File: src/rtl/instr_mem_pkg.sv
// Shared definitions for the loadable instruction memory:
// FSM state codes, the NOP word and a constant-time clog2 helper.
package instr_mem_pkg;

  // FSM state encoding, also visible on state_o
  localparam logic [1:0] ST_CLEAR = 2'd0;
  localparam logic [1:0] ST_LOAD  = 2'd1;
  localparam logic [1:0] ST_RUN   = 2'd2;

  // Word returned for cleared memory and faulting fetches
  localparam logic [31:0] NOP_WORD = 32'h0;

  // Ceiling log2, usable in parameter/localparam expressions; clog2(1) = 0
  function automatic int unsigned clog2(input int unsigned v);
    int unsigned r;
    r = 0;
    while ((64'd1 << r) < 64'(v)) begin
      r = r + 1;
    end
    return r;
  endfunction

endpackage : instr_mem_pkg

File: src/rtl/instr_mem_loadable_if.sv
// Program-load / fetch bus of the loadable instruction memory.
// master: the pipeline / loader side, slave: the memory.
interface instr_mem_loadable_if #(
  parameter int unsigned DATA_W = 32,
  parameter int unsigned ADDR_W = 32
);

  logic              load_we;
  logic [ADDR_W-1:0] load_addr;
  logic [DATA_W-1:0] load_data;
  logic              load_done;
  logic              freeze;
  logic              fetch_req;
  logic [ADDR_W-1:0] fetch_addr;
  logic [DATA_W-1:0] instruction;
  logic              instr_valid;
  logic [1:0]        state_o;
  logic              fault;

  modport master (
    output load_we,
    output load_addr,
    output load_data,
    output load_done,
    output freeze,
    output fetch_req,
    output fetch_addr,
    input  instruction,
    input  instr_valid,
    input  state_o,
    input  fault
  );

  modport slave (
    input  load_we,
    input  load_addr,
    input  load_data,
    input  load_done,
    input  freeze,
    input  fetch_req,
    input  fetch_addr,
    output instruction,
    output instr_valid,
    output state_o,
    output fault
  );

endinterface : instr_mem_loadable_if

File: src/rtl/instr_mem_array.sv
// DEPTH x DATA_W storage: one write port and a registered, read-first read
// port. The read register resets to NOP and holds when no read is issued;
// rzero_i replaces the read data with NOP (used for faulting fetches).
module instr_mem_array
  import instr_mem_pkg::*;
#(
  parameter int unsigned DATA_W = 32,
  parameter int unsigned DEPTH  = 64,
  parameter int unsigned IDX_W  = clog2(DEPTH)
) (
  input  logic              clk,
  input  logic              rst,
  input  logic              we_i,
  input  logic [IDX_W-1:0]  waddr_i,
  input  logic [DATA_W-1:0] wdata_i,
  input  logic              re_i,
  input  logic              rzero_i,
  input  logic [IDX_W-1:0]  raddr_i,
  output logic [DATA_W-1:0] rdata_o
);

  logic [DATA_W-1:0] mem_q [DEPTH];
  logic [DATA_W-1:0] rdata_q;

  // Write port; contents are intentionally not reset
  always_ff @(posedge clk) begin
    if (we_i) begin
      mem_q[waddr_i] <= wdata_i;
    end
  end

  // Read port: samples pre-write contents, so a same-cycle write is not seen
  always_ff @(posedge clk) begin
    if (rst) begin
      rdata_q <= DATA_W'(NOP_WORD);
    end else if (re_i) begin
      rdata_q <= rzero_i ? DATA_W'(NOP_WORD) : mem_q[raddr_i];
    end
  end

  assign rdata_o = rdata_q;

endmodule : instr_mem_array

File: src/rtl/instr_mem_loadable.sv
// RAM-backed instruction memory for the IF stage. After reset an init FSM
// zero-fills the array (CLEAR), then accepts a program (LOAD) and finally
// serves registered 1-cycle fetches (RUN) that honour pipeline freeze.
// Optional feature macro: INSTR_MEM_BOUNDS_CHECK_EN (misaligned/out-of-range
// fetches return NOP with fault=1; such loads are dropped and pulse fault).
module instr_mem_loadable
  import instr_mem_pkg::*;
#(
  parameter int unsigned DATA_W = 32,
  parameter int unsigned ADDR_W = 32,
  parameter int unsigned DEPTH  = 64
) (
  input  logic               clk,
  input  logic               rst,
  instr_mem_loadable_if.slave bus
);

  localparam int unsigned BYTES = DATA_W / 8;
  localparam int unsigned OFF   = clog2(BYTES);
  localparam int unsigned IDX_W = clog2(DEPTH);

  logic [1:0]        state_q, state_d;
  logic [IDX_W-1:0]  cnt_q, cnt_d;
  logic              valid_q, valid_d;

  logic [IDX_W-1:0]  load_idx_c;
  logic [IDX_W-1:0]  fetch_idx_c;
  logic              fetch_bad_c;
  logic              load_bad_c;
  logic              fetch_upd_c;
  logic              arr_we_c;
  logic [IDX_W-1:0]  arr_waddr_c;
  logic [DATA_W-1:0] arr_wdata_c;
  logic [DATA_W-1:0] rdata_c;

  // Word index: drop byte-offset bits, wrap modulo DEPTH
  assign load_idx_c  = IDX_W'(bus.load_addr >> OFF);
  assign fetch_idx_c = IDX_W'(bus.fetch_addr >> OFF);

`ifdef INSTR_MEM_BOUNDS_CHECK_EN
  localparam logic [ADDR_W-1:0] OFF_MASK = ADDR_W'(BYTES - 1);

  logic fault_q;
  logic fetch_fault_q;
  logic load_flt_c;

  // Misaligned or beyond the last word
  assign fetch_bad_c = ((bus.fetch_addr & OFF_MASK) != '0) ||
                       ((bus.fetch_addr >> (OFF + IDX_W)) != '0);
  assign load_bad_c  = ((bus.load_addr & OFF_MASK) != '0) ||
                       ((bus.load_addr >> (OFF + IDX_W)) != '0);
  assign load_flt_c  = bus.load_we && load_bad_c &&
                       ((state_q == ST_LOAD) || (state_q == ST_RUN));

  // Fault: fetch result wins, a dropped load pulses it over the fetch status
  always_ff @(posedge clk) begin
    if (rst) begin
      fault_q       <= 1'b0;
      fetch_fault_q <= 1'b0;
    end else begin
      if (fetch_upd_c) begin
        fetch_fault_q <= fetch_bad_c;
      end
      if (fetch_upd_c) begin
        fault_q <= fetch_bad_c;
      end else if (load_flt_c) begin
        fault_q <= 1'b1;
      end else begin
        fault_q <= fetch_fault_q;
      end
    end
  end

  assign bus.fault = fault_q;
`else
  assign fetch_bad_c = 1'b0;
  assign load_bad_c  = 1'b0;
  assign bus.fault   = 1'b0;
`endif

  // Next-state, clear sweep, array write selection and fetch acceptance
  always_comb begin
    state_d     = state_q;
    cnt_d       = cnt_q;
    valid_d     = 1'b0;
    arr_we_c    = 1'b0;
    arr_waddr_c = load_idx_c;
    arr_wdata_c = bus.load_data;
    fetch_upd_c = 1'b0;
    case (state_q)
      ST_CLEAR: begin
        arr_we_c    = 1'b1;
        arr_waddr_c = cnt_q;
        arr_wdata_c = DATA_W'(NOP_WORD);
        cnt_d       = cnt_q + IDX_W'(1);
        if (cnt_q == IDX_W'(DEPTH - 1)) begin
          state_d = ST_LOAD;
        end
      end
      ST_LOAD: begin
        arr_we_c = bus.load_we && !load_bad_c;
        if (bus.load_done) begin
          state_d = ST_RUN;
        end
      end
      ST_RUN: begin
        arr_we_c    = bus.load_we && !load_bad_c;
        fetch_upd_c = bus.fetch_req && !bus.freeze;
        valid_d     = bus.freeze ? valid_q : bus.fetch_req;
      end
      default: begin
        state_d = ST_CLEAR;
      end
    endcase
  end

  // State, clear counter and valid flag
  always_ff @(posedge clk) begin
    if (rst) begin
      state_q <= ST_CLEAR;
      cnt_q   <= '0;
      valid_q <= 1'b0;
    end else begin
      state_q <= state_d;
      cnt_q   <= cnt_d;
      valid_q <= valid_d;
    end
  end

  instr_mem_array #(
    .DATA_W (DATA_W),
    .DEPTH  (DEPTH),
    .IDX_W  (IDX_W)
  ) u_array (
    .clk     (clk),
    .rst     (rst),
    .we_i    (arr_we_c && !rst),
    .waddr_i (arr_waddr_c),
    .wdata_i (arr_wdata_c),
    .re_i    (fetch_upd_c && !rst),
    .rzero_i (fetch_bad_c),
    .raddr_i (fetch_idx_c),
    .rdata_o (rdata_c)
  );

  assign bus.instruction = rdata_c;
  assign bus.instr_valid = valid_q;
  assign bus.state_o     = state_q;

endmodule : instr_mem_loadable
File: src/flat_wrapper.sv
// flat-port wrapper written by rule: the top's interface ports become plain ports
module instr_mem_loadable_flat import instr_mem_pkg::*;
#(
  parameter int unsigned DATA_W = 32,
  parameter int unsigned ADDR_W = 32,
  parameter int unsigned DEPTH  = 64
)
  (clk, rst, bus_load_we, bus_load_addr, bus_load_data, bus_load_done, bus_freeze, bus_fetch_req, bus_fetch_addr, bus_instruction, bus_instr_valid, bus_state_o, bus_fault);
  instr_mem_loadable_if #(.DATA_W(DATA_W), .ADDR_W(ADDR_W)) bus_i ();
  input  logic clk;
  input  logic rst;
  input wire logic [$bits(bus_i.load_we)-1:0] bus_load_we;
  input wire logic [$bits(bus_i.load_addr)-1:0] bus_load_addr;
  input wire logic [$bits(bus_i.load_data)-1:0] bus_load_data;
  input wire logic [$bits(bus_i.load_done)-1:0] bus_load_done;
  input wire logic [$bits(bus_i.freeze)-1:0] bus_freeze;
  input wire logic [$bits(bus_i.fetch_req)-1:0] bus_fetch_req;
  input wire logic [$bits(bus_i.fetch_addr)-1:0] bus_fetch_addr;
  output wire logic [$bits(bus_i.instruction)-1:0] bus_instruction;
  output wire logic [$bits(bus_i.instr_valid)-1:0] bus_instr_valid;
  output wire logic [$bits(bus_i.state_o)-1:0] bus_state_o;
  output wire logic [$bits(bus_i.fault)-1:0] bus_fault;
  assign bus_i.load_we = bus_load_we;
  assign bus_i.load_addr = bus_load_addr;
  assign bus_i.load_data = bus_load_data;
  assign bus_i.load_done = bus_load_done;
  assign bus_i.freeze = bus_freeze;
  assign bus_i.fetch_req = bus_fetch_req;
  assign bus_i.fetch_addr = bus_fetch_addr;
  assign bus_instruction = bus_i.instruction;
  assign bus_instr_valid = bus_i.instr_valid;
  assign bus_state_o = bus_i.state_o;
  assign bus_fault = bus_i.fault;
  instr_mem_loadable #(.DATA_W(DATA_W), .ADDR_W(ADDR_W), .DEPTH(DEPTH)) u_core (.clk(clk), .rst(rst), .bus(bus_i));
endmodule
File: config.mk
export PLATFORM = sky130hd
export DESIGN_NAME = instr_mem_loadable_flat
export DESIGN_NICKNAME = d
export VERILOG_FILES = /design/src/rtl/instr_mem_pkg.sv /design/src/rtl/instr_mem_loadable_if.sv /design/src/rtl/instr_mem_array.sv /design/src/rtl/instr_mem_loadable.sv /design/src/flat_wrapper.sv
export SDC_FILE = /design/constraint.sdc
export NUM_CORES = 2
export LEC_CHECK = 0
export CORE_MARGIN = 3
export CORE_UTILIZATION = 30
export CTS_BUF_LIST = sky130_fd_sc_hd__clkbuf_8
export DETAILED_ROUTE_END_ITERATION = 10
export PLACE_DENSITY = 0.46
export SLEW_MARGIN = 10
export SYNTH_ARGS = -nofsm -noshare
export SYNTH_HDL_FRONTEND = slang
export SYNTH_SLANG_ARGS = --single-unit
File: constraint.sdc
create_clock -name clk -period 4.2 [get_ports clk]
set_input_delay 0.42 -clock clk [delete_from_list [all_inputs] [get_ports clk]]
set_output_delay 0.42 -clock clk [all_outputs]
set_load 0.01 [all_outputs]
### Word-level counts from Yosys, hierarchy flattened

Memory sizes are Yosys's and may differ from the RTL's. A register that Yosys moved wholly into a read port is not among the register bits.
Index checks and enable logic that the tools add are counted.

* RAM bits: 2048
* register bits: 9
* bits in read-only memories: 0
* logic and storage cells: 29
* bits of input ports: 102
* memories: 1
* latch bits: 0
* output and inout port bits: 36

* $add $sub $neg: 1
* reduce and logical (&&, ||, !) cells: 9
* multiply operators: 0
* shift-type cells: 0
* bitwise gates (word level): 1
* eq/ne operators: 5
* multiplexer cells: 9
* div/mod/pow operators: 0
* magnitude comparators: 0

Memory list
* u_core.u_array.mem_q: depth 64, width 32, rd ports 1, clocked after Yosys merged registers in 1, wr ports 1, line instr_mem_array.sv:22 `logic [DATA_W-1:0] mem_q [DEPTH];`

Operators with widths (number)
* $mux 32: 1
* $add 6x1->6 const B: 1
* $eq 6x6->1 const B: 1
* $mux 6: 1
* $pmux 2 s3: 1
* $mux 2: 2
* $reduce_or 2->1: 2
* $logic_and 1x1->1: 3
* $mux 1: 3
* $reduce_and 3->1: 1
* $eq 2x1->1 const B: 1
* $eq 2x2->1 const B: 1
* $logic_not 1->1: 2
* $logic_not 2->1: 1
* $ne 2x1->1 const B: 1
* $ne 2x2->1 const B: 1
* $pmux 1 s2: 1
* $not 1->1: 1

### Logic depth before layout (Yosys ltp)

* depth in word-level cells: 6
* depth in mapped cells: 10
* depth with buffers taken out: 7

### Hierarchy

From an unflattened synthesis, not the netlist that was laid out.

* cells, all modules: 3721
* area total of the unflattened synthesis: 80244.5 um^2

Modules (own cells, without submodules)
* instr_mem_array: cells an instance 3625, area each 79477.5 um^2, times used 1
* instr_mem_loadable: cells an instance 96, area each 767.0 um^2, times used 1

### Worst setup path after synthesis

No wires, ideal clock.

* path type: reg2reg
* start point: register u_core.state_q[0], in the netlist u_core.bus.state_o[0]
* end point: memory u_core.u_array.mem_q[0][0], enable pin
* arrival time: 3.213 ns
* setup slack: 0.565 ns
* buffers on the path: 3
* clock period less this slack: 3.635 ns
* library setup time: 0.421 ns
* stages on the path, launching flop included: 10
* required time: 3.779 ns
* cell sequence: dfxtp_1 -> inv_1 -> ha_1 -> clkbuf_1 -> clkbuf_1 -> clkbuf_1 -> nand3_1 -> o31ai_1 -> nand2_1 -> nor2_1

* word-level cells in the longest chain between the ends: 6

RTL lines
* start: declaration: line instr_mem_loadable.sv:22 `logic [1:0] state_q, state_d;`
* start signal: assignment: line instr_mem_loadable.sv:124 `state_q <= state_d;`
* $eq 2x2->1 or $eq 2x1->1 (tied branches): line instr_mem_loadable.sv:90 `case (state_q)`
* $reduce_or 2->1 (no line)
* $pmux 1 s2: line instr_mem_loadable.sv:90
* $logic_and 1x1->1: line instr_mem_loadable.sv:137 `.we_i (arr_we_c && !rst),`
* $mux 1: line instr_mem_array.sv:27 `if (we_i) begin`
* $mux 1 (not written as such): line instr_mem_array.sv:28 `mem_q[waddr_i] <= wdata_i;`
* end: declaration: line instr_mem_array.sv:22

Parallel ways exist; a longest one is shown, timed or not.

### Worst setup path after layout

* start point: register u_core.state_q[0], in the netlist u_core.bus.state_o[0]
* end point: register u_core.u_array.rdata_q[5], in the netlist u_core.u_array.rdata_o[5] (read register of u_core.u_array.mem_q)

* word-level cells in the longest chain between the ends: 3

RTL lines
* $eq 2x2->1: line instr_mem_loadable.sv:90
* $mux 1: line instr_mem_loadable.sv:90
* $logic_and 1x1->1: line instr_mem_loadable.sv:140 `.re_i (fetch_upd_c && !rst),`
* end: declaration: line instr_mem_array.sv:23 `logic [DATA_W-1:0] rdata_q;`

No other way between the ends.
A chain may end at the register's enable or synchronous reset.

==> results.toml <==
[run_status]
run_status = "complete, no violations"

[floorplan]
chipHeight_microns = 523
initial_core_utilization_pct = 30.2
number_of_standard_cell_rows_in_the_floorplan = 189
floorplan.die_area_sq_um = 273000
die_width_microns = 523
coreArea_sq_um = 266000
top_level_ports = 138

[synth]
synth_ff_type = "sky130_fd_sc_hd__edfxtp_1"
syn_inst = 3637
synth_compound_gate_area_share_pct = 3.04
synth.area.mux_share_pct = 15.8
postSynthAreaPerCell_sq_um = 22.0
number_of_synthesized_flops_with_an_enable_pin = 2048
synth_area_leaders = "sky130_fd_sc_hd__edfxtp_1 (77%), sky130_fd_sc_hd__mux4_2 (13%), sky130_fd_sc_hd__mux2i_1 (2.0%)"
post_synth_num_cell_types = 62
library_cell_with_the_largest_summed_area_after_synthesis = "sky130_fd_sc_hd__edfxtp_1"
synth-seq-area-share_pct = 77.8
mapped_nets = 3745
area_share_of_xor_xnor_cells_in_the_synthesized_design_pct = 0.0437
largest_family_of_logic_cells_by_synthesized_area = "multiplexers"
post_synth_adder_cell_area_pct = 0.0937
yosys_warning_total = 0
synth_largest_type_area_fraction_pct = 76.7
synth_async_sr_flop_share_pct = 0
synthesis.area_sq_um = 80100
synth-simple-area-share_pct = 1.85
yosys_register_bits = 2089

[timing]
timing.hold.ws_ps = 172
finalMaxSlewViolations = 0
maxSlewHeadroom_pct = 23.0
finalHoldViolCount = 0
finalWorstPathRequiredPeriod_ps = 3150
skew_ps = 60.2
max_freq_ghz = 0.317
setup_viol_count_final = 0
unrepaired_setup_endpoints_after_global_routing = "no"
worst_slew_pin_slew_ps = 1150
setup_total_negative_slack_ps = 0
final_min_period_over_clock_period_pct = 75.1

[cts]
worst_skew_pair.late_latency_ps = 1040
cts_hold_buf = 2
clockBufferDepth = 4
cts.root.buffer_cell = "sky130_fd_sc_hd__clkbuf_8"
postCtsResizedCells = 0
cts_htree_levels = 5
cts_tree = "done"
cts.clk_slew.worst_paths_ps = 70
postCtsSetupBuffers = 0
clkSinkCount = 2089
cts_buffers = 365

[grt]
first_global_vias = 41500
grt_antenna_before_repair = 3
globalRoute.totalOverflow = 0
grt_pass1_wl_microns = 319000
largest_net_degree_at_the_start_of_global_routing = 73
grt.total_usage_pct = 16.4

[routing]
first_pass_iters = 5
avgRoutedWirePerCell_microns = 28.4
antenna_left = 0
drtIter0Drc = 3052
vias = 39200
drc_errors = 0
drt_wl_total_microns = 226000
route.detailed.vias_per_inst = 4.93

[critical_path]
worst-setup-path-type = "register to register"
arrival_ps = 4130
crit_required_ps = 5180
startpoint_type = "register"
crit_path_max_fanout = 10
endpoint_kind = "register"

[power]
vdd_drop_max_mv = 0.286
power_density_nw_per_um2 = 435
leakage_uw = 0.0305

[worst_hold_path]
timing.hold.worst.class = "input pin to register"

[place]
dpl.hpwl_microns = 132000
gp_congestion = 0.774
buffer_ports.inserted = 84

[finish]
fin_nets = 4244
filler_cells = 24600
layout.area.seq_sq_um = 62300
layout-area-overhead-vs-synth_pct = 17.7
multiInputGateArea_sq_um = 17400
final_layout_size_suffix_gt1_share_pct = 29.2

[flow_run]
max_cap_violations = 0
[cell usage after synthesis (all sizes together) (5+ instances only)]
cell	instances
nand2	113
a221oi	28
mux2	38
a31oi	11
a22o	22
a21o	5
nand2b	5
o22a	8
a2bb2oi	8
a32oi	8
o21a	5
mux2i	162
a211oi	8
ha	6
a311oi	5
o21ai	21
and2	13
edfxtp	2048
nand3	25
dfxtp	41
buf	132
nor2b	41
o22ai	58
a22oi	26
inv	11
clkbuf	63
a21oi	48
nor2	107
a211o	7
o221ai	36
mux4	471
nand4	5
[final cells by class]
| type | instances | area share [%] |
|---|---|---|
| antenna | 7 | 0.0186 |
| sequential | 2089 | 66.1 |
| clock buffer | 380 | 5.54 |
| clock inverter | 252 | 1.22 |
| multi-input combinational | 1341 | 18.5 |
| tap | 3533 | 4.69 |
| timing repair buffer | 327 | 3.92 |
| inverter | 12 | 0.0531 |
[worst max-delay path, stage by stage, from the launching register on]
cell and delay [ps]:
sky130_fd_sc_hd__dfxtp_1 360, sky130_fd_sc_hd__inv_1 160, sky130_fd_sc_hd__ha_1 520, sky130_fd_sc_hd__and4bb_2 390, sky130_fd_sc_hd__nand2_1 300, sky130_fd_sc_hd__nor2_1 970, sky130_fd_sc_hd__a22oi_1 230, sky130_fd_sc_hd__nand3_1 150
[placed cells by master, fill, tap and decap left out, drive strengths merged, types with 6 or more instances in the layout]
| cell | n |
|---|---|
| edfxtp | 2048 |
| mux4 | 471 |
| clkbuf | 380 |
| buf | 246 |
| mux2i | 162 |
| inv | 141 |
| clkinv | 114 |
| nand2 | 113 |
| nor2 | 107 |
| clkdlybuf4s50 | 79 |
| o22ai | 58 |
| a21oi | 48 |
| dfxtp | 41 |
| nor2b | 41 |
| mux2 | 38 |
| o221ai | 36 |
| a221oi | 28 |
| a22oi | 26 |
| nand3 | 25 |
| a22o | 22 |
| o21ai | 21 |
| and2 | 13 |
| a31oi | 11 |
| a32oi | 8 |
| a211oi | 8 |
| o22a | 8 |
| a2bb2oi | 8 |
| diode | 7 |
| a211o | 7 |
| ha | 6 |
[path summary, 6_finish.rpt]
kind              cells past startpoint                         end  slack (ps)                  startpoint
setup / recovery                      7   u_core.u_array.rdata_o[5]        1050       u_core.bus.state_o[0]
hold / removal                        5       u_core.bus.state_o[1]         170               bus_load_done
setup reg to reg                      7   u_core.u_array.rdata_o[5]        1050       u_core.bus.state_o[0]
hold reg to reg                       2  u_core.u_array.rdata_o[15]         540  u_core.u_array.rdata_o[15]
[state kept, by name, summed over array words and instances (netlist names)]
name and flops:
u_core.bus.state_o 2, u_core.cnt_q 6, u_core.u_array.rdata_o 32, u_core.u_array.mem_q 2048, u_core.bus.instr_valid 1
[kinds of logic (layout without fill, tap and decap cells)]
| kind of cell | count (synthesis) | in the layout |
|---|---|---|
| fa+ha+maj | 6 | 6 |
| xor+xnor | 4 | 4 |
| compound gates | 332 | 332 |
| buf+inv | 207 | 971 |
| mux | 671 | 671 |
| other cells | 1 | 8 |
| simple gates | 327 | 327 |
| flops | 2089 | 2089 |
[per-layer routing]
metal	track usage, %	routed length, microns	up-vias
met5	0	0	-
met4	4.08	4610	0
met3	2.72	9770	353
met2	27.6	112000	987
met1	22.2	99100	21300
li1	-	-	16500
[stage by stage]
stage / cells / area [sq um] / total power [uW] / setup slack, ps / util [%]
after floorplan: 3637 / 80100 / 24100 / 565 / -
final: 7941 / 94300 / 41000 / 1050 / 35.5
after global placement: 7300 / 87900 / 24800 / 602 / 33.1
after CTS: 7934 / 94300 / 41600 / 1020 / 35.5
after detailed placement: 7300 / 87900 / 24800 / 567 / 33.1
after global routing: 7937 / 94300 / 42600 / 869 / 35.5
[power by group]
part           switching, uW  internal (uW)  total [uW]  leakage [uW]
registers               16.9          22600       22600        0.0193
logic                    934            742        1680       0.00741
clock network           8100           8630       16700       0.00374
total                   9050          32000       41000        0.0305
(Power assumes the default switching activity.)
